[config.mk]
export PLATFORM = sky130hd
export DESIGN_NAME = scheduler
export DESIGN_NICKNAME = d
export VERILOG_FILES = /design/src/rtl/scheduler_pkg.sv /design/src/rtl/return_delay_line.sv /design/src/rtl/scheduler.sv
export SDC_FILE = /design/constraint.sdc
export NUM_CORES = 1
export LEC_CHECK = 0
export CAP_MARGIN = 20
export CELL_PAD_IN_SITES_DETAIL_PLACEMENT = 1
export CELL_PAD_IN_SITES_GLOBAL_PLACEMENT = 1
export CORE_UTILIZATION = 45
export DETAILED_ROUTE_END_ITERATION = 8
export DONT_BUFFER_PORTS = 1
export PLACE_DENSITY = 0.79
export SLEW_MARGIN = 20
export SYNTH_ARGS = -nofsm -noshare
export SYNTH_HDL_FRONTEND = slang
export SYNTH_SLANG_ARGS = --single-unit
[constraint.sdc]
create_clock -name clk -period 36.4 [get_ports clk]
set_input_delay 1.82 -clock clk [delete_from_list [all_inputs] [get_ports clk]]
set_output_delay 1.82 -clock clk [all_outputs]
set_load 0.05 [all_outputs]
[src/rtl/scheduler_pkg.sv]
// scheduler_pkg: data-interface types shared by the scheduler and its delay line.
package scheduler_pkg;
  typedef logic [7:0] thread_id_t;
  typedef union packed {
    logic [3:0][31:0] u32;
    logic [127:0]     raw;
  } return_data_t;
  typedef struct packed {
    return_data_t data;
    thread_id_t   receive_id;
    logic         valid;
  } read_return_t;
  function automatic thread_id_t sat_dec(input thread_id_t v);
    return (v == '0) ? '0 : v - 8'd1;
  endfunction
endpackage

[src/rtl/return_delay_line.sv]
// return_delay_line: shift register that delays read returns; invalid returns enter as all-zero.
module return_delay_line
  import scheduler_pkg::*;
#(
  parameter int DEPTH = 3
) (
  input  logic         clk,
  input  logic         rst,
  input  read_return_t i_data,
  output logic         o_tap_valid,
  output thread_id_t   o_tap_id,
  output read_return_t o_out
);
  read_return_t r_buf [DEPTH-1:0];
  always_ff @(posedge clk or posedge rst) begin
    if (rst) begin
      for (int i = 0; i < DEPTH; i++) r_buf[i] <= '0;
    end else begin
      r_buf[DEPTH-1] <= i_data.valid ? i_data : '0;
      for (int i = 0; i < DEPTH - 1; i++) r_buf[i] <= r_buf[i+1];
    end
  end
  assign o_tap_valid = r_buf[1].valid;
  assign o_tap_id    = r_buf[1].receive_id;
  assign o_out       = r_buf[0];
endmodule

[src/rtl/scheduler.sv]
// scheduler: picks one thread per cycle to fetch, returned-data threads ahead of the waiting queue,
// and issues operate one cycle after the request.
module scheduler
  import scheduler_pkg::*;
#(
  parameter int RETURN_DELAY = 3
) (
  input  logic         clk,
  input  logic         rst,
  input  logic         halt,
  input  read_return_t data_return,
  output read_return_t data_deliver,
  output logic         operate,
  input  thread_id_t   waiting_thread_count,
  input  thread_id_t   waiting_next_id,
  input  thread_id_t   waiting_next_id2,
  output logic         requesting_thread,
  output thread_id_t   requested_thread_id
);
  logic         w_tap_valid;
  thread_id_t   w_tap_id;
  read_return_t w_out;
  logic         r_last_q_issue;
  thread_id_t   w_eff_count;
  thread_id_t   w_eff_head;
  logic         w_q_issue;
  return_delay_line #(.DEPTH(RETURN_DELAY)) u_delay (
    .clk        (clk),
    .rst        (rst),
    .i_data     (data_return),
    .o_tap_valid(w_tap_valid),
    .o_tap_id   (w_tap_id),
    .o_out      (w_out)
  );
  // queue inputs still show the thread popped last cycle, so skip past it
  assign w_eff_count = r_last_q_issue ? sat_dec(waiting_thread_count) : waiting_thread_count;
  assign w_eff_head  = r_last_q_issue ? waiting_next_id2 : waiting_next_id;
  assign w_q_issue   = !w_tap_valid && !halt && (w_eff_count != '0);
  always_ff @(posedge clk or posedge rst) begin
    if (rst) begin
      requesting_thread   <= 1'b0;
      requested_thread_id <= '0;
      r_last_q_issue      <= 1'b0;
      operate             <= 1'b0;
      data_deliver        <= '0;
    end else begin
      requesting_thread   <= w_tap_valid | w_q_issue;
      requested_thread_id <= w_tap_valid ? w_tap_id : (w_q_issue ? w_eff_head : '0);
      r_last_q_issue      <= w_q_issue;
      operate             <= requesting_thread;
      data_deliver        <= w_out;
    end
  end
endmodule

Yosys cells after proc, flatten, opt, wreduce, memory -nomap -nowiden
Cells that the tools add are included.

Flip-flop bits (word level): 559. Input port bits: 164. Output and inout bits: 147. Word-level logic and storage cells: 30.

Add/sub/neg operators: 1. Mux-type cells: 6. Bitwise gates (word level): 1. Reduce and logical (&&, ||, !) cells: 6.

Operators with widths (number): two-way mux 137 bit (1); two-way mux 8 bit (5); logical NOT 8 bit (1); nonzero test 8 bit (1); subtractor 8 x 1 -> 8 bit (second input constant) (1); logical AND 1 bit (2); logical NOT 1 bit (2); bitwise OR 1 bit (1).

Depth between registers and ports, before layout
Depth after elaboration: 7. Gate-level depth with buffers: 6. Mapped depth without buffers: 5.

Hierarchy
Synthesis repeated with hierarchy kept, for this count alone.

Cells, all modules: 906. Area, all modules: 16492.1 um^2.

By module, submodules not included: return_delay_line (instances 1, cells each 708, area each 12431.9 um^2, seq. area each 10284.9 um^2); scheduler (instances 1, cells each 198, area each 4060.1 um^2, seq. area each 3703.6 um^2).

Worst setup path after synthesis
Ideal clock, no wire load.

Path type: input-to-reg. Start point: in waiting_thread_count[3]. End point: reg requested_thread_id[0]. Library setup time: 0.142 ns. Arrival time: 2.774 ns. Required time: 36.258 ns. Slack: 33.484 ns. Cell stages on the path: 3. Path buffers: 0. Path through: or4_4 > nor4_4 > o211ai_1.

Cells in the longest elaborated chain, start to end: 7. Elaborated cells on any way between the ends: 8. Those cells by class: add/sub (1); mux (4); reduce/logical (3).

Ends and longest elaborated chain: start, declared (line scheduler.sv:14) `input thread_id_t waiting_thread_count,`; subtractor 8 x 1 -> 8 bit / logical NOT 8 bit (equally long branches) (line scheduler_pkg.sv:14) `return (v == '0) ? '0 : v - 8'd1;`; two-way mux 8 bit (line scheduler_pkg.sv:14); two-way mux 8 bit * (line scheduler.sv:36) `assign w_eff_count = r_last_q_issue ? sat_dec(waiting_thread_count) : waiting_thread_count;`; nonzero test 8 bit * (line scheduler.sv:38) `assign w_q_issue = !w_tap_valid && !halt && (w_eff_count != '0);`; logical AND 1 bit * (line scheduler.sv:38); two-way mux 8 bit * (2 in series) (line scheduler.sv:48) `requested_thread_id <= w_tap_valid ? w_tap_id : (w_q_issue ? w_eff_head : '0);`; end signal, assigned (line scheduler.sv:48); end, declared (line scheduler.sv:18) `output thread_id_t requested_thread_id`.

Every way passes the cells marked *; elsewhere a longest branch is shown, timed or not.

==> flow_summary.json <==
{
  "flop2flop_setup_slack_ns": 34.43,
  "worst_path_most_repeated_cell": "buf_4",
  "timing.fmax_mhz": 260,
  "layout.nets": 982,
  "cp-start-kind": "input pin",
  "rsz0062_at_grt": "no",
  "synth_enable_flop_cells": 0,
  "endpoint_kind": "asynchronous set/reset pin",
  "critical_path.reg2reg.endpoint": "r_last_q_issue",
  "cp_buf_inv_count": 4,
  "min_from": "u_delay.o_out[65]",
  "netlist_area_um2": 15300,
  "outcome": "finished clean",
  "ioPinCount": 311,
  "synth_area_leaders": "dfrtp_1 (91%), and2_1 (5.5%), mux2_2 (0.59%)",
  "hpwl_um": 18100,
  "finalMaxSlewViolations": 0,
  "critical_path.slowest_cell": "buf_4",
  "cts_buffer_depth": 3,
  "post_synth.cell_area_avg_um2": 19.8,
  "first_global_vias": 7012,
  "headroom_to_the_max_slew_limit": 0.326,
  "n_fill_cell": 2999,
  "cts_stage_hold_buffer_count": 0,
  "antenna_violating_nets_post_route": 0,
  "vdd.ir_drop.worst_uv": 44.7,
  "critical_path.reg2reg.startpoint": "r_last_q_issue",
  "synth_top_cells_by_count": "dfrtp_1 (559), and2_1 (136), clkbuf_1 (17), nand2_1 (17), o2111ai_1 (9)",
  "initialDrtViolationCount": 299,
  "power.static_leakage_nw": 8.56,
  "ys_types": 20,
  "floorplan.initialDensity": 0.458,
  "power-per-cell-area_nw_per_um2": 71.3,
  "timing.hold.worst_endpoint": "data_deliver[65]",
  "drcViolationCount": 0,
  "cts_tree": "yes",
  "synthesized_nets": 942,
  "clock_latency_ns": 0.56,
  "cp_top_family": "buffers and inverters",
  "switchingPower_uw": 278,
  "die_width_um": 187,
  "cp_slowest_stage_delay_ns": 0.74,
  "ys_ff_latch": 559,
  "num_vias": 6085,
  "area_of_the_multi_input_gates_um2": 1260,
  "route.final.wire_length_um": 28300,
  "timing.critical_path.fanout_max": 159,
  "gr-usage-all-layers": 0.169,
  "synthCells": 777,
  "yosys_warnings": 0,
  "drive_gt1_frac": 0.116,
  "grt_first_pass_wirelength_um": 43700,
  "timing.hold.worst_path_depth": 0,
  "numClockSinks": 559,
  "post_cts_resize_count": 0,
  "synth.most_common_cell": "dfrtp_1",
  "gp_congestion": 0.813,
  "num_rows": 67,
  "timing.critical_path.required_ns": 37.00,
  "cts_root_buf": "clkbuf_16",
  "area_growth_syn_to_layout_pct": 15.0,
  "grt_max_degree": 160,
  "floorplan.die.height_um": 187,
  "hold_path.class": "reg -> reg",
  "fp.coreArea_um2": 33500,
  "max_slew.worst_pin.slew_ns": 1.01,
  "postSynth.topFlopCell": "dfrtp_1",
  "grt_antenna_before_repair": 9,
  "intPower_uw": 980,
  "seq_area_um2": 14000,
  "setup_viol": 0,
  "fin_worst_skew_ns": 0.0160,
  "io_buffers": 0,
  "seq_power_share": 0.555,
  "max_cap_violations": 0,
  "power.switching_fraction": 0.221,
  "timing_hold_violations_final": 0,
  "worstPathArrival_ns": 4.44,
  "cell_by_cell_trace_of_the_critical_path": "clkinv_8 > buf_4 > buf_6 > buf_4",
  "grt-ovfl-total": 0,
  "p_comb_frac": 0.018,
  "synth_async_sr_flop_share": 1.00,
  "share_of_power_burned_in_the_clock_network": 0.427,
  "wire_per_inst_um": 21.6,
  "cts-buffers-inserted": 52,
  "synth.top_cell.area_share": 0.912,
  "setup_tns_ns": 0,
  "post_cts_buffers": 0,
  "path_class": "in -> async",
  "period_share": 0.105,
  "via_per_inst": 4.65,
  "placed_area_um2": 15900,
  "path_clk_slew_ns": 0.06,
  "detailed_routing_iterations_pass_1": 4,
  "synthDominantAreaCellType": "dfrtp_1",
  "rr_worst_depth": 3,
  "h-tree-depth": 2,
  "min_period_ns": 3.84,
  "die_area_um2": 34800,
  "synth_sequential_area_ratio": 0.912,
  "finalInstanceArea_um2": 17700
}
## through the flow
stage	power (mW)	hold WS, ns	cells	setup WS [ns]	util
finish	1.26	0.341	1310	32.56	0.526
global route	1.30	0.350	1308	32.02	0.526
CTS	1.28	0.345	1301	31.56	0.525
detailed placement	0.733	0.336	1210	30.96	0.473
global placement	0.728	0.331	1210	31.12	0.473
floorplan	0.722	0.331	777	18.95	-
## worst max-delay path by stage
| stage | cells past startpoint | to | from | slack (ns) |
|---|---|---|---|---|
| after floorplan | 1 | data_deliver[0] | rst | 18.95 |
| after global placement | 4 | u_delay.r_buf[204] | rst | 31.12 |
| after detailed placement | 4 | data_deliver[59] | rst | 30.96 |
| after CTS | 4 | data_deliver[64] | rst | 31.56 |
| after global routing | 4 | u_delay.o_out[67] | rst | 32.02 |
| final | 4 | data_deliver[64] | rst | 32.56 |
## state kept, by name (all words and copies together), names as in the netlist
| signal | flops |
|---|---|
| r_last_q_issue | 1 |
| u_delay.o_tap_id | 8 |
| data_deliver | 137 |
| requested_thread_id | 8 |
| operate | 1 |
| requesting_thread | 1 |
| u_delay.o_out | 137 |
| u_delay.o_tap_valid | 1 |
| u_delay.r_buf | 265 |
## cells in the final DEF, fill, tap and decap left out, drive strengths merged, types with 2 or more instances in the layout
cell,n
clkbuf,69
and2,136
nor2b,2
clkinvlp,3
clkinv,11
o211ai,8
o2111ai,9
nor4,2
bufinv,6
o21ai,3
diode,8
inv,6
nor2,2
buf,6
nor3,2
mux2,8
nand2,17
dfrtp,559
## power groups by stage
| stage | registers (mW) | logic, mW | clock network, mW |
|---|---|---|---|
| floorplan | 0.703 | 0.0190 | 0 |
| global placement | 0.707 | 0.0213 | 0 |
| detailed placement | 0.711 | 0.0227 | 0 |
| CTS | 0.700 | 0.0230 | 0.554 |
| global route | 0.701 | 0.0262 | 0.576 |
| finish | 0.699 | 0.0223 | 0.538 |
## area by class of cell
cell class	instances	share of cell area
Clock inverter	22	0.0158
Clock buffer	69	0.0819
Antenna cell	8	0.00113
Inverter	4	0.00156
Multi-Input combinational cell	194	0.0716
Sequential cell	559	0.792
Timing Repair Buffer	6	0.00390
Tap cell	448	0.0318
## cell families (layout without fill, tap and decap cells)
| kind of cell | count (synthesis) | in the layout | synth area share |
|---|---|---|---|
| buffers and inverters | 24 | 101 | 0.00611 |
| adders and majority gates | 1 | 1 | 0.000815 |
| AOI/OAI and AO/OA | 23 | 23 | 0.0116 |
| and+or+nand+nor | 162 | 162 | 0.0641 |
| other | 0 | 8 | 0 |
| DFF | 559 | 559 | 0.912 |
| muxes | 8 | 8 | 0.00587 |
## layer usage
layer	part of all wire	global-route usage
met4	0.024	0.0612
met5	0.00046	0
met1	0.38	0.198
met3	0.074	0.0572
met2	0.52	0.289
Note: power is estimated with default switching activity, not from simulation.
